File: src/rtl/jericalla_pipe.sv
`default_nettype none
// ============================================================================
// Module   : jericalla_pipe
// Purpose  : Three-stage in-order datapath. Decode and register read are
//            combinational, buffer 1 executes, and buffer 2 handles memory
//            access and write-back. There are no hazard stalls: buffer 2
//            forwards into execute, and the register file writes through to
//            decode. A global freeze input holds every piece of state.
// Ports    : clk_jericalla     - sole clock, rising edge
//            rst_n_jericalla   - asynchronous active-low reset (RAM kept)
//            instruccion       - {RA2, RA1, WA, OP}
//            instr_valid       - instruccion is valid this cycle
//            instr_ready       - instruction accepted this cycle (= !stall)
//            stall_jericalla   - freeze the whole pipeline
//            zf_jericalla      - zero flag of the last retired ALU op
//            dataOut_jericalla - write-back value of the last ALU op or LW
//            retire_valid      - pulse per retired non-NOP instruction
//            retired_count     - wrapping count of retired non-NOPs
// Revision : 1.0 - initial release
// ============================================================================
module jericalla_pipe #(
  parameter int DATA_W = 32,
  parameter int REG_AW = 5,
  parameter int RAM_AW = 6,
  parameter int CNT_W  = 16,
  localparam int INSTR_W = 3*REG_AW+3
) (
  input  logic               clk_jericalla,
  input  logic               rst_n_jericalla,
  input  logic [INSTR_W-1:0] instruccion,
  input  logic               instr_valid,
  output logic               instr_ready,
  input  logic               stall_jericalla,
  output logic               zf_jericalla,
  output logic [DATA_W-1:0]  dataOut_jericalla,
  output logic               retire_valid,
  output logic [CNT_W-1:0]   retired_count
);

  localparam logic [2:0] c_op_nop = 3'b000;
  localparam logic [2:0] c_op_add = 3'b001;
  localparam logic [2:0] c_op_sub = 3'b010;
  localparam logic [2:0] c_op_and = 3'b011;
  localparam logic [2:0] c_op_or  = 3'b100;
  localparam logic [2:0] c_op_slt = 3'b101;
  localparam logic [2:0] c_op_sw  = 3'b110;
  localparam logic [2:0] c_op_lw  = 3'b111;

  localparam int c_nregs = 2**REG_AW;
  localparam int c_nwords = 2**RAM_AW;

  // Decode fields
  logic [2:0]        w_op;
  logic [REG_AW-1:0] w_wa;
  logic [REG_AW-1:0] w_ra1;
  logic [REG_AW-1:0] w_ra2;
  logic              w_accept;

  // Storage
  logic [DATA_W-1:0] r_regs [c_nregs];
  logic [DATA_W-1:0] r_ram  [c_nwords];

  // Buffer 1 (execute)
  logic              r_b1_valid;
  logic [2:0]        r_b1_op;
  logic [REG_AW-1:0] r_b1_wa;
  logic [REG_AW-1:0] r_b1_ra1;
  logic [REG_AW-1:0] r_b1_ra2;
  logic [DATA_W-1:0] r_b1_a;
  logic [DATA_W-1:0] r_b1_b;

  // Buffer 2 (memory / write-back)
  logic              r_b2_valid;
  logic [2:0]        r_b2_op;
  logic [REG_AW-1:0] r_b2_wa;
  logic [DATA_W-1:0] r_b2_res;
  logic [RAM_AW-1:0] r_b2_addr;
  logic [DATA_W-1:0] r_b2_sdata;

  // Outputs
  logic              r_zf;
  logic [DATA_W-1:0] r_data_out;
  logic              r_retire;
  logic [CNT_W-1:0]  r_cnt;

  // Combinational
  logic              w_b2_wr_reg;
  logic              w_b2_alu;
  logic              w_b2_retire;
  logic              w_fwd_ok;
  logic              w_rf_we;
  logic [DATA_W-1:0] w_wb_data;
  logic [DATA_W-1:0] w_rd1;
  logic [DATA_W-1:0] w_rd2;
  logic [DATA_W-1:0] w_a;
  logic [DATA_W-1:0] w_b;
  logic [DATA_W-1:0] w_alu;

  assign w_op  = instruccion[2:0];
  assign w_wa  = instruccion[REG_AW+2:3];
  assign w_ra1 = instruccion[2*REG_AW+2:REG_AW+3];
  assign w_ra2 = instruccion[INSTR_W-1:2*REG_AW+3];

  assign instr_ready = !stall_jericalla;
  assign w_accept    = instr_valid && instr_ready;

  // Buffer 2 classification. Everything except NOP and SW writes a register.
  assign w_b2_wr_reg = r_b2_valid && (r_b2_op != c_op_nop) && (r_b2_op != c_op_sw);
  assign w_b2_alu    = r_b2_valid && (r_b2_op != c_op_nop) && (r_b2_op != c_op_sw)
                       && (r_b2_op != c_op_lw);
  assign w_b2_retire = r_b2_valid && (r_b2_op != c_op_nop);

  // LW data comes straight from the asynchronous RAM read.
  assign w_wb_data = (r_b2_op == c_op_lw) ? r_ram[r_b2_addr] : r_b2_res;

  // R0 is hard-wired to zero, so a write aimed at it must neither commit nor
  // be forwarded.
  assign w_fwd_ok = w_b2_wr_reg && (r_b2_wa != '0);
  assign w_rf_we  = w_fwd_ok && !stall_jericalla;

  // Decode read with write-through from the write-back in progress.
  always_comb begin
    w_rd1 = r_regs[w_ra1];
    w_rd2 = r_regs[w_ra2];
    if (w_rf_we && (w_ra1 == r_b2_wa)) w_rd1 = w_wb_data;
    if (w_rf_we && (w_ra2 == r_b2_wa)) w_rd2 = w_wb_data;
    if (w_ra1 == '0) w_rd1 = '0;
    if (w_ra2 == '0) w_rd2 = '0;
  end

  // Execute operands with forwarding from buffer 2.
  assign w_a = (w_fwd_ok && (r_b1_ra1 == r_b2_wa)) ? w_wb_data : r_b1_a;
  assign w_b = (w_fwd_ok && (r_b1_ra2 == r_b2_wa)) ? w_wb_data : r_b1_b;

  always_comb begin
    w_alu = '0;
    case (r_b1_op)
      c_op_add: w_alu = w_a + w_b;
      c_op_sub: w_alu = w_a - w_b;
      c_op_and: w_alu = w_a & w_b;
      c_op_or:  w_alu = w_a | w_b;
      c_op_slt: w_alu = DATA_W'(w_a < w_b);
      default:  w_alu = '0;
    endcase
  end

  // Pipeline, register file and output state.
  always_ff @(posedge clk_jericalla or negedge rst_n_jericalla) begin
    if (!rst_n_jericalla) begin
      r_b1_valid <= 1'b0;
      r_b1_op    <= c_op_nop;
      r_b1_wa    <= '0;
      r_b1_ra1   <= '0;
      r_b1_ra2   <= '0;
      r_b1_a     <= '0;
      r_b1_b     <= '0;
      r_b2_valid <= 1'b0;
      r_b2_op    <= c_op_nop;
      r_b2_wa    <= '0;
      r_b2_res   <= '0;
      r_b2_addr  <= '0;
      r_b2_sdata <= '0;
      r_zf       <= 1'b0;
      r_data_out <= '0;
      r_retire   <= 1'b0;
      r_cnt      <= '0;
      for (int i = 0; i < c_nregs; i++) begin
        r_regs[i] <= '0;
      end
    end else if (!stall_jericalla) begin
      // A cycle without an accepted instruction loads a bubble.
      r_b1_valid <= w_accept;
      r_b1_op    <= w_op;
      r_b1_wa    <= w_wa;
      r_b1_ra1   <= w_ra1;
      r_b1_ra2   <= w_ra2;
      r_b1_a     <= w_rd1;
      r_b1_b     <= w_rd2;

      r_b2_valid <= r_b1_valid;
      r_b2_op    <= r_b1_op;
      r_b2_wa    <= r_b1_wa;
      r_b2_res   <= w_alu;
      r_b2_addr  <= w_a[RAM_AW-1:0];
      r_b2_sdata <= w_b;

      r_retire <= w_b2_retire;
      if (w_b2_retire) r_cnt <= r_cnt + CNT_W'(1);
      if (w_rf_we) r_regs[r_b2_wa] <= w_wb_data;
      if (w_b2_alu) r_zf <= (r_b2_res == '0);
      if (w_b2_wr_reg) r_data_out <= w_wb_data;
    end else begin
      // Nothing retires while frozen, so the retirement pulse must not
      // persist across a stall.
      r_retire <= 1'b0;
    end
  end

  // RAM has no reset; buffer 2 valid is cleared asynchronously, so an
  // in-flight SW is dropped when reset hits.
  always_ff @(posedge clk_jericalla) begin
    if (rst_n_jericalla && !stall_jericalla && r_b2_valid && (r_b2_op == c_op_sw)) begin
      r_ram[r_b2_addr] <= r_b2_sdata;
    end
  end

  assign zf_jericalla      = r_zf;
  assign dataOut_jericalla = r_data_out;
  assign retire_valid      = r_retire;
  assign retired_count     = r_cnt;

endmodule
`default_nettype wire

File: config.mk
export PLATFORM = sky130hd
export DESIGN_NAME = jericalla_pipe
export DESIGN_NICKNAME = d
export VERILOG_FILES = /design/src/rtl/jericalla_pipe.sv
export SDC_FILE = /design/constraint.sdc
export NUM_CORES = 2
export LEC_CHECK = 0
export CAP_MARGIN = 20
export CORE_MARGIN = 4
export CORE_UTILIZATION = 40
export DETAILED_ROUTE_END_ITERATION = 10
export PLACE_DENSITY = 0.61
export SYNTH_ARGS = -nofsm -noshare
export SYNTH_HDL_FRONTEND = slang
export SYNTH_SLANG_ARGS = --single-unit
File: constraint.sdc
create_clock -name clk_jericalla -period 16.4 [get_ports clk_jericalla]
set_input_delay 2.46 -clock clk_jericalla [delete_from_list [all_inputs] [get_ports clk_jericalla]]
set_output_delay 2.46 -clock clk_jericalla [all_outputs]
set_load 0.05 [all_outputs]
==> results.md <==
| Result | Value | Unit |
|---|---|---|
| Crit share post-route | 55.3 | % |
| Setup_tns | 0 | ns |
| TritonCTS clock tree | yes | - |
| Vias in the first global route | 93900 | - |
| HPWL Detailed | 281 | mm |
| Worst setup path end | r_b2_res[0]$_DFFE_PN0N_ | - |
| Number of buffers between clock root and the deepest sink | 4 | - |
| Total of warnings raised by yosys | 0 | - |
| Maximum clock frequency | 110 | MHz |
| Top flip-flop cell by instance count after synthesis | sky130_fd_sc_hd__edfxtp_1 | - |
| Cells after Synth | 9868 | - |
| Port Buf Inserts | 72 | - |
| Number of max-slew violations in the final report | 0 | - |
| Count of different cell masters after synthesis | 78 | - |
| Leakage power total | 60.5 | nW |
| Layout cells sized above 1 | 22.9 | % |
| CTS Buf Count | 351 | - |
| Share of async-settable or async-resettable flops after synthesis | 37.6 | % |
| Synth Net Count | 9990 | - |
| Die extent in y | 605 | µm |
| Max_slew headroom | 16.2 | % |
| Cell types with the largest area share after synthesis | sky130_fd_sc_hd__edfxtp_1 43%, sky130_fd_sc_hd__dfrtp_1 22%, sky130_fd_sc_hd__mux2_2 7.2% | - |
| Largest net degree at the start of global routing | 162 | - |
| Hold Violations, Final | 0 | - |
| Post-route non-filler standard cell count | 14800 | - |
| P per Cell Area | 135 | nW/µm² |
| Final WS setup | 7.34 | ns |
| Worst clock skew on the final layout | 0.0834 | ns |
| Crit. Startpoint | r_b2_addr[2]$_DFFE_PN0N_ | - |
| Post-placement setup slack | 7.52 | ns |
| Root cell of the clock tree | sky130_fd_sc_hd__clkbuf_16 | - |
| Via count of the routed design | 95200 | - |
| Area of the die | 367000 | µm² |
| Share of Yosys cell area claimed by the top area cell type | 43.1 | % |
| Nature of the critical path endpoint | flip-flop | - |
| Number of setup violations in the final report | 0 | - |
| Clk Latency, worst-skew pair | 0.96 | ns |
| Weighted congestion at the end of routability-driven global placement | 0.901 | - |
| Detail-routed via count per cell | 6.43 | - |
| Worst hold slack | 0.398 | ns |
| Gates resized, CTS repair | 0 | - |
| Worst r2r src | r_b2_addr[2]$_DFFE_PN0N_ | - |
| Row count | 219 | - |
| Number of synthesized register bits | 3284 | - |
| Cell area after synthesis | 143000 | µm² |
| Antenna violations before repair | 23 | - |
| Type of origin of the critical path | flip-flop | - |
| CTS Hold Bufs | 0 | - |
| Placed instance count | 14100 | - |
| Initial Utilization | 40.1 | % |
| Mean Syn Cell Area | 14.5 | µm² |
| Data required time at the worst endpoint | 17.18 | ns |
| Wire length of the first global-routing pass | 707 | mm |
| Type of the setup path with the least slack | reg -> reg | - |
| Sink Count | 3284 | - |
| Critical Path AT | 9.85 | ns |
| Overall track demand over capacity in global routing | 26.6 | % |
| Width of the chip | 605 | µm |
| Min Clock Period, post-route | 9.06 | ns |
| EDFF count, synth | 2048 | - |
| Number of levels in the clock H-tree | 5 | - |
| Number of detailed-route iterations in the first pass | 7 | - |
| Total Routed Length | 500 | mm |
| Run status | complete, no violations | - |
| Terminus of the critical flop-to-flop path | r_b2_res[0]$_DFFE_PN0N_ | - |
| Worst-case reg-to-reg path depth | 20 | - |
| GRT overflow | 0 | - |
| Unrepaired setup endpoints after global routing | no | - |
| Seq/Total Area, Yosys | 64.7 | % |
| Area added between synthesis and finish | 12.9 | % |
| Boundary Pins | 73 | - |
| Max Cap Viol | 0 | - |
| Max VDD drop | 0.103 | mV |
| Largest area contributor in the netlist | sky130_fd_sc_hd__edfxtp_1 | - |
| Transition time at the pin with the least slew margin | 1.25 | ns |
| Count of buffers added by post-CTS timing repair for setup | 0 | - |
| Iteration-0 DRC count of the detailed router | 13200 | - |
| Number of nets in the finished design | 9893 | - |
| Worst setup slack for register-to-register paths | 7.34 | ns |
| Clock slew at reported path FFs | 0.06 | ns |
| Worst min-delay path class | reg -> reg | - |
| Total power draw | 21.8 | mW |
| Core region area | 356000 | µm² |
| Average wire per standard cell | 33.8 | µm |
| CP Max Fanout | 97 | - |
| Number of antenna-violating nets in the routed design | 0 | - |
| Number of DRC violations after detailed routing | 0 | - |
==> report_power, final <==
part / leakage (nW) / internal [mW] / switching, mW
Combinational: 19.5 / 1.40 / 2.54
Sequential: 35.5 / 9.59 / 0.523
Clock: 5.44 / 4.42 / 3.34
==> registers in the layout, summed over array words and instances, names as in the netlist, 3 cells and up <==
signal,count
r_b1_ra2,5
r_b2_wa,5
r_regs,1024
r_b2_res,32
r_b1_ra1,5
r_b1_wa,5
r_b2_op,3
r_b1_op,3
r_b1_b,32
r_ram,2048
r_b1_a,32
r_b2_sdata,32
retired_count,16
r_b2_addr,6
dataOut_jericalla,32
==> cell usage in the layout (no fill, tap or decap), drive strengths merged, types with 331 or more instances in the layout <==
cell and count:
edfxtp 2048, nand2 950, dfrtp 1236, o21ai 423, mux2i 402, clkbuf 472
buf 338, a22oi 605, mux4 331, mux2 915
==> worst min path at each step <==
stage / from / to / slack (ns) / cells past startpoint
final: r_regs[1006]$_DFFE_PN0P_ / r_regs[1006]$_DFFE_PN0P_ / 0.40 / 0
after global routing: r_regs[1007]$_DFFE_PN0P_ / r_regs[1007]$_DFFE_PN0P_ / 0.41 / 0
after CTS: r_regs[1000]$_DFFE_PN0P_ / r_regs[1000]$_DFFE_PN0P_ / 0.40 / 0
after detailed placement: r_regs[1000]$_DFFE_PN0P_ / r_regs[1000]$_DFFE_PN0P_ / 0.39 / 0
after global placement: r_regs[996]$_DFFE_PN0P_ / r_regs[996]$_DFFE_PN0P_ / 0.38 / 0
after floorplan: r_b1_b[10]$_DFFE_PN0N_ / r_b1_b[10]$_DFFE_PN0N_ / 0.44 / 2
==> area by class of cell <==
class                   instances  area, µm²
repair buffers                400       3730
inverters                     106        403
multi-input cells            5628      47500
fillers                     31100     194000
flip-flops and latches       3284      92500
well taps                    4751       5940
diodes                         10       25.0
clock buffers                 470       9700
clock inverters               160       1410
==> critical path: stages, from the launching register on <==
cell and delay (ns):
sky130_fd_sc_hd__dfrtp_4 0.48, sky130_fd_sc_hd__buf_4 0.76, sky130_fd_sc_hd__nor3b_4 0.35, sky130_fd_sc_hd__buf_12 0.43, sky130_fd_sc_hd__buf_12 0.52, sky130_fd_sc_hd__buf_4 0.75
sky130_fd_sc_hd__a22oi_1 0.14, sky130_fd_sc_hd__nand2_1 0.09, sky130_fd_sc_hd__o21ai_0 0.08, sky130_fd_sc_hd__a21oi_1 0.67, sky130_fd_sc_hd__nor4_2 0.25, sky130_fd_sc_hd__o21ai_4 0.89
sky130_fd_sc_hd__mux2_2 0.37, sky130_fd_sc_hd__inv_1 0.08, sky130_fd_sc_hd__ha_1 0.44, sky130_fd_sc_hd__or3_1 0.43, sky130_fd_sc_hd__o21ai_0 0.70, sky130_fd_sc_hd__a31oi_1 0.37
sky130_fd_sc_hd__or4_1 0.49, sky130_fd_sc_hd__a21oi_1 0.20, sky130_fd_sc_hd__o41ai_1 0.11
==> routing by layer <==
| layer | track usage, % | part of all wire (%) | routed length [µm] | vias to the layer above |
|---|---|---|---|---|
| met3 | 5.25 | 10 | 50100 | 1206 |
| met2 | 42.3 | 47 | 233000 | 5885 |
| met5 | 0 | 0.0052 | 26 | - |
| li1 | - | - | - | 38400 |
| met1 | 35.2 | 38 | 192000 | 49700 |
| met4 | 12.0 | 5.1 | 25600 | 4 |
==> logic make-up (layout without fill, tap and decap cells) <==
family	Yosys count	count (layout)	synth area share (%)
buffers and inverters	956	1136	2.75
and+or+nand+nor	1496	1496	4.34
DFF	3284	3284	64.7
adders and majority gates	100	100	0.887
AOI/OAI and AO/OA	2340	2340	11.8
muxes	1648	1648	15.3
xor gates and xnor gates	44	44	0.270
other	0	10	0
==> cell usage after synthesis (all sizes together), types with 6 or more instances <==
master	count
a221o	13
a31o	6
o31ai	9
a41oi	40
nand2	950
a22o	182
nor2b	21
a21oi	232
nand2b	12
a21o	12
clkbuf	482
edfxtp	2048
and3	13
a32oi	49
o21ai	423
a311oi	10
o21bai	11
nor4	40
dfrtp	1236
o2111ai	10
or4	7
mux4	331
nor2	289
xnor2	31
mux2	915
or3	9
a31oi	210
and2	7
a211oi	18
ha	98
buf	368
o211ai	64
o21a	11
a22oi	605
a221oi	305
o221ai	59
inv	106
nand3	66
or2	8
mux2i	402
xor2	13
nor3	35
nand4	25
a222oi	28
==> metrics by stage <==
stage | utilization, % | area (µm²)
2_1_floorplan | - | 143000
3_5_place_dp | 42.1 | 150000
6_report | 45.3 | 161000
3_3_place_gp | 42.1 | 150000
4_1_cts | 45.2 | 161000
5_1_grt | 45.3 | 161000
Note: power is estimated with default switching activity, not from simulation.
